## config.mk

```make
export PLATFORM = sky130hd
export DESIGN_NAME = priority_server8_flat
export DESIGN_NICKNAME = d
export VERILOG_FILES = /design/src/rtl/priority_server8_if.sv /design/src/rtl/priority_server8.sv /design/src/flat_wrapper.sv
export SDC_FILE = /design/constraint.sdc
export NUM_CORES = 1
export LEC_CHECK = 0
export ABC_AREA = 1
export BUFFER_PORTS_ARGS = -buffer_cell sky130_fd_sc_hd__buf_4
export CAP_MARGIN = 10
export CELL_PAD_IN_SITES_DETAIL_PLACEMENT = 0
export CELL_PAD_IN_SITES_GLOBAL_PLACEMENT = 1
export CORE_MARGIN = 5
export CORE_UTILIZATION = 35
export CTS_CLUSTER_SIZE = 16
export DETAILED_ROUTE_END_ITERATION = 10
export GPL_TIMING_DRIVEN = 0
export MAX_ROUTING_LAYER = met4
export PLACE_DENSITY = 0.84
export SYNTH_ARGS = -nofsm -noshare
export SYNTH_HDL_FRONTEND = slang
export SYNTH_SLANG_ARGS = --single-unit
```

## constraint.sdc

```tcl
create_clock -name clk -period 3.95 [get_ports clk]
set_input_delay 0.395 -clock clk [delete_from_list [all_inputs] [get_ports clk]]
set_output_delay 0.395 -clock clk [all_outputs]
set_load 0.01 [all_outputs]
```

## src/rtl/priority_server8_if.sv

```systemverilog
// Request/grant handshake bundle for priority_server8.
// out_idx is present only when PRIORITY_SERVER8_IDX_EN is defined.
interface priority_server8_if;
    logic       in_valid;
    logic       in_ready;
    logic [7:0] in_req;
    logic       out_valid;
    logic       out_ready;
    logic [7:0] out_grant;
    logic       out_last;
    logic       busy;
`ifdef PRIORITY_SERVER8_IDX_EN
    logic [2:0] out_idx;
`endif

    modport master (
        output in_valid,
        output in_req,
        output out_ready,
        input  in_ready,
        input  out_valid,
        input  out_grant,
        input  out_last,
`ifdef PRIORITY_SERVER8_IDX_EN
        input  out_idx,
`endif
        input  busy
    );

    modport slave (
        input  in_valid,
        input  in_req,
        input  out_ready,
        output in_ready,
        output out_valid,
        output out_grant,
        output out_last,
`ifdef PRIORITY_SERVER8_IDX_EN
        output out_idx,
`endif
        output busy
    );
endinterface

```

## src/rtl/priority_server8.sv

```systemverilog
// Loads an 8-bit request mask and grants its set bits one per handshake, bit 7 first.
// Optional binary grant index output is enabled by defining PRIORITY_SERVER8_IDX_EN.
module priority_server8 (
    input  logic              clk,
    input  logic              reset,
    priority_server8_if.slave bus
);

    typedef enum logic {
        IDLE,
        SERVE
    } state_e;

    state_e     state_q, state_d;
    logic [7:0] pending_q, pending_d;
    logic [7:0] grant;
    logic       last;

    // Highest set bit wins because the ascending loop overwrites lower hits.
    always_comb begin
        grant = '0;
        for (int i = 0; i < 8; i++) begin
            if (pending_q[i]) begin
                grant    = '0;
                grant[i] = 1'b1;
            end
        end
    end

    // pending_q is zero in IDLE, so the state term keeps out_last low there.
    assign last = (state_q == SERVE) && (pending_q == grant);

    always_comb begin
        // NOTE: every output of this block gets a default first so no path infers a latch.
        state_d       = state_q;
        pending_d     = pending_q;
        bus.in_ready  = 1'b0;
        bus.out_valid = 1'b0;
        bus.busy      = 1'b0;
        unique case (state_q)
            IDLE: begin
                bus.in_ready = 1'b1;
                // An all-zero mask is consumed here and simply dropped.
                if (bus.in_valid && (bus.in_req != 8'h00)) begin
                    pending_d = bus.in_req;
                    state_d   = SERVE;
                end
            end
            SERVE: begin
                bus.out_valid = 1'b1;
                bus.busy      = 1'b1;
                if (bus.out_ready) begin
                    pending_d = pending_q & ~grant;
                    if (last) begin
                        state_d = IDLE;
                    end
                end
            end
            default: begin
                state_d   = IDLE;
                pending_d = '0;
            end
        endcase
    end

    assign bus.out_grant = grant;
    assign bus.out_last  = last;

    // NOTE: sequential state uses non-blocking assignments; async reset abandons any mask at once.
    always_ff @(posedge clk or negedge reset) begin
        if (!reset) begin
            state_q   <= IDLE;
            pending_q <= '0;
        end else begin
            state_q   <= state_d;
            pending_q <= pending_d;
        end
    end

`ifdef PRIORITY_SERVER8_IDX_EN
    logic [2:0] idx;

    always_comb begin
        idx = '0;
        for (int i = 0; i < 8; i++) begin
            if (grant[i]) begin
                idx = 3'(i);
            end
        end
    end

    assign bus.out_idx = idx;
`else
    // Index output absent in this build; grant encoding is unchanged.
`endif

endmodule

```

## src/flat_wrapper.sv

```systemverilog
// flat-port wrapper written by rule: the top's interface ports become plain ports
module priority_server8_flat 
  (clk, reset, bus_in_valid, bus_in_req, bus_out_ready, bus_in_ready, bus_out_valid, bus_out_grant, bus_out_last, bus_busy);
  priority_server8_if bus_i ();
  input  logic clk;
  input  logic reset;
  input wire logic [$bits(bus_i.in_valid)-1:0] bus_in_valid;
  input wire logic [$bits(bus_i.in_req)-1:0] bus_in_req;
  input wire logic [$bits(bus_i.out_ready)-1:0] bus_out_ready;
  output wire logic [$bits(bus_i.in_ready)-1:0] bus_in_ready;
  output wire logic [$bits(bus_i.out_valid)-1:0] bus_out_valid;
  output wire logic [$bits(bus_i.out_grant)-1:0] bus_out_grant;
  output wire logic [$bits(bus_i.out_last)-1:0] bus_out_last;
  output wire logic [$bits(bus_i.busy)-1:0] bus_busy;
  assign bus_i.in_valid = bus_in_valid;
  assign bus_i.in_req = bus_in_req;
  assign bus_i.out_ready = bus_out_ready;
  assign bus_in_ready = bus_i.in_ready;
  assign bus_out_valid = bus_i.out_valid;
  assign bus_out_grant = bus_i.out_grant;
  assign bus_out_last = bus_i.out_last;
  assign bus_busy = bus_i.busy;
  priority_server8 u_core (.clk(clk), .reset(reset), .bus(bus_i));
endmodule
```

==> impl_metrics.py <==
metrics = {
    "run_status": {
        "status": "finished, final reports clean",
    },
    "pwr": {
        "p_clk_frac": 0.110,
        "leakagePower_nw": 0.548,
        "ir_drop_v": 0.000261,
        "power_density_nw_per_um2": 679,
        "power.internal_uw": 351,
        "switchingPower_uw": 300,
        "p_sw_frac": 0.461,
        "p_comb_frac": 0.635,
        "pwr-share-seq": 0.255,
        "power_uw": 651,
    },
    "worst_hold_path": {
        "hp-class": "input port to register",
        "holdPathStages": 3,
    },
    "setup_path": {
        "setup.worst_path.start_class": "register",
        "r2r_slack_ps": 1980,
        "r2r-end": "u_core.state_q",
        "cp-end-kind": "primary output",
        "path_class": "register to primary output",
        "r2r_start": "u_core.pending_q[7]",
        "arrival_ps": 2100,
        "worst-path-buf-inv": 2,
        "worst-path-max-fanout": 6,
        "path_depth": 9,
        "required_ps": 3560,
        "cp_slowest_stage_delay_ps": 450,
        "crit_family": "simple AND/OR/NAND/NOR gates",
        "crit_start": "u_core.pending_q[7]",
        "reg2regPathDepth": 9,
        "path_common_cell": "nor2_1",
        "critical_path.endpoint": "bus_out_last",
        "critical-path-slowest-cell": "dfrtp_1",
        "crit_path_cell_trace": "or2_2 > nor3_1 > inv_1 > ha_1 > nand2_1 > nor2_1 > nand3b_1 > nor2_1 > buf_4",
    },
    "finish": {
        "nNetsFinal": 156,
        "drive_gt1_frac": 0.248,
        "num_antenna_cells": 0,
        "instances_no_fill": 164,
        "synthToLayoutAreaGrowth_pct": 33.9,
    },
    "drt": {
        "drc": 0,
        "wl_per_cell_um": 10.6,
        "vias_per_cell": 4.61,
        "drt_first_pass_iters": 5,
        "dr.first_iter.drc_count": 22,
        "num_vias": 756,
        "wirelength_um": 1730,
        "ant_nets": 0,
    },
    "clock_tree": {
        "clk_latency_ps": 260,
        "cts.path.max_buffers": 2,
        "htreeDepth": 1,
        "clkSlewWorstSetupHoldPaths_ps": 60,
        "ctsResizeCount": 0,
        "clkSinkCount": 9,
        "cts_tree": "built",
        "cts_root_buf": "clkbuf_4",
        "numCtsBuffers": 3,
    },
    "sta": {
        "min_period_over_period": 0.632,
        "timing.final.ws_setup_ps": 1450,
        "period_needed_ps": 2500,
        "fin_setup_tns_ps": 0,
        "fmax_ghz": 0.401,
        "fin_worst_skew_ps": 0.832,
        "tightestPinTransition_ps": 382,
        "rsz0062_at_grt": "no",
        "slew_headroom": 0.745,
        "setup_viol": 0,
        "hold_slack_ps": 410,
        "hold_viol": 0,
        "slew_violations": 0,
    },
    "floorplan": {
        "dieHeight_um": 55.2,
        "fp.dieW_um": 55.2,
        "io-pin-count": 24,
        "rows": 16,
        "initial_core_util": 0.365,
        "core_area_um2": 1960,
        "dieArea_um2": 3050,
    },
    "yosys": {
        "seq_area_frac_synth": 0.315,
        "ys_ff_latch": 9,
        "synth_cell_types": 18,
        "synth_area_leaders": "dfrtp_1 31%, nand2_1 23%, ha_1 10%",
        "yosys.area.top_type_share": 0.315,
        "syn_avg_cell_area_um2": 6.57,
        "synth_fp_nets": 127,
        "synthCells": 109,
        "yosysTopAreaCell": "dfrtp_1",
        "synth_warnings": 0,
        "syn_area_um2": 716,
    },
    "place": {
        "pre_cts_ws_ps": 1720,
        "io_buffers": 23,
        "place_hpwl_um": 1370,
        "dp.cells": 159,
        "gp_congestion": 0.785,
    },
    "global_routing": {
        "grt_usage": 0.126,
        "grt_pass1_wl_um": 3120,
        "grt_pass1_vias": 715,
        "antenna_found_initial": 0,
        "grt_overflow": 0,
        "grt_max_degree": 11,
    },
    "flow_run": {
        "maxCapViolCount": 0,
    },
}
[worst min-delay path, delay by kind of cell]
kind	cells	cell delay [ps]
AO/OA/AOI/OAI	1	90
buffers and inverters	1	80
AND/OR/NAND/NOR	1	70
[worst min-delay path by stage]
| stage | from | to |
|---|---|---|
| after floorplan | reset | u_core.pending_q[0] |
| final | bus_in_req[7] | u_core.pending_q[7] |
| after CTS | bus_in_req[7] | u_core.pending_q[7] |
| after detailed placement | reset | u_core.state_q |
| after global routing | bus_in_req[7] | u_core.pending_q[7] |
| after global placement | reset | u_core.state_q |
[what timing repair did]
item / 4_1_cts / 5_1_grt
buffers inserted: 0 / 0
hold endpoints to repair: 9 / 0
hold buffers: 1 / 0
[kinds of logic (layout without fill, tap and decap cells)]
group,Yosys count,after routing,synth area share
and+or+nand+nor,71,71,0.421
buffers and inverters,19,47,0.112
adders and majority gates,6,6,0.105
AOI/OAI and AO/OA,4,4,0.0472
DFF,9,9,0.315
[power by group through the flow]
stage | clock network, mW | registers (mW) | logic (mW)
after global routing | 0.0767 | 0.174 | 0.477
after CTS | 0.0714 | 0.167 | 0.417
after floorplan | 0 | 0.161 | 0.272
final | 0.0716 | 0.166 | 0.413
after global placement | 0 | 0.168 | 0.411
after detailed placement | 0 | 0.168 | 0.413
[metal layers]
metal	vias up	track usage	routed length (um)
li1	395	-	-
met1	331	0.176	801
met2	28	0.181	797
met3	2	0.0186	107
met4	0	0.0521	27
met5	-	-	0
[cells in the mapped netlist]
cell / count
nor2_2: 1
buf_4: 2
inv_1: 15
nand3_1: 9
o21ai_0: 2
nand3b_1: 1
nor3_1: 4
o211ai_1: 1
nand4_1: 1
dfrtp_1: 9
nand2_1: 43
nand2_4: 1
or2_2: 1
ha_1: 6
nor2_1: 10
buf_2: 1
inv_2: 1
o21ai_4: 1
[metrics by stage]
step	instance area (um^2)	utilization
after floorplan	716	-
after detailed placement	922	0.470
after CTS	958	0.489
after global routing	958	0.489
after global placement	922	0.470
final	958	0.489
[state kept, by name (all words and copies together) (netlist names)]
name and count:
u_core.state_q 1, u_core.pending_q 8
[area by class of cell]
cell class                 instances  area (um^2)
multi-input combinational         81          410
fill                             209         1000
buffer                             3         20.0
timing repair buffer              24          183
inverter                          16         60.1
tap                               27         33.8
clock buffer                       4         26.3
sequential                         9          225
[cell usage in the layout (no fill, tap or decap)]
master	instances
dlygate4sd3_1	1
buf_2	1
nand3_1	9
nand4_1	1
dfrtp_1	9
nor2_2	1
o21ai_4	1
clkbuf_1	1
nor2_1	10
inv_1	15
nor3_1	4
or2_2	1
inv_2	1
clkbuf_4	3
nand3b_1	1
o21ai_0	2
o211ai_1	1
ha_1	6
nand2_1	43
nand2_4	1
buf_4	25
Note: power is estimated with default switching activity, not from simulation.
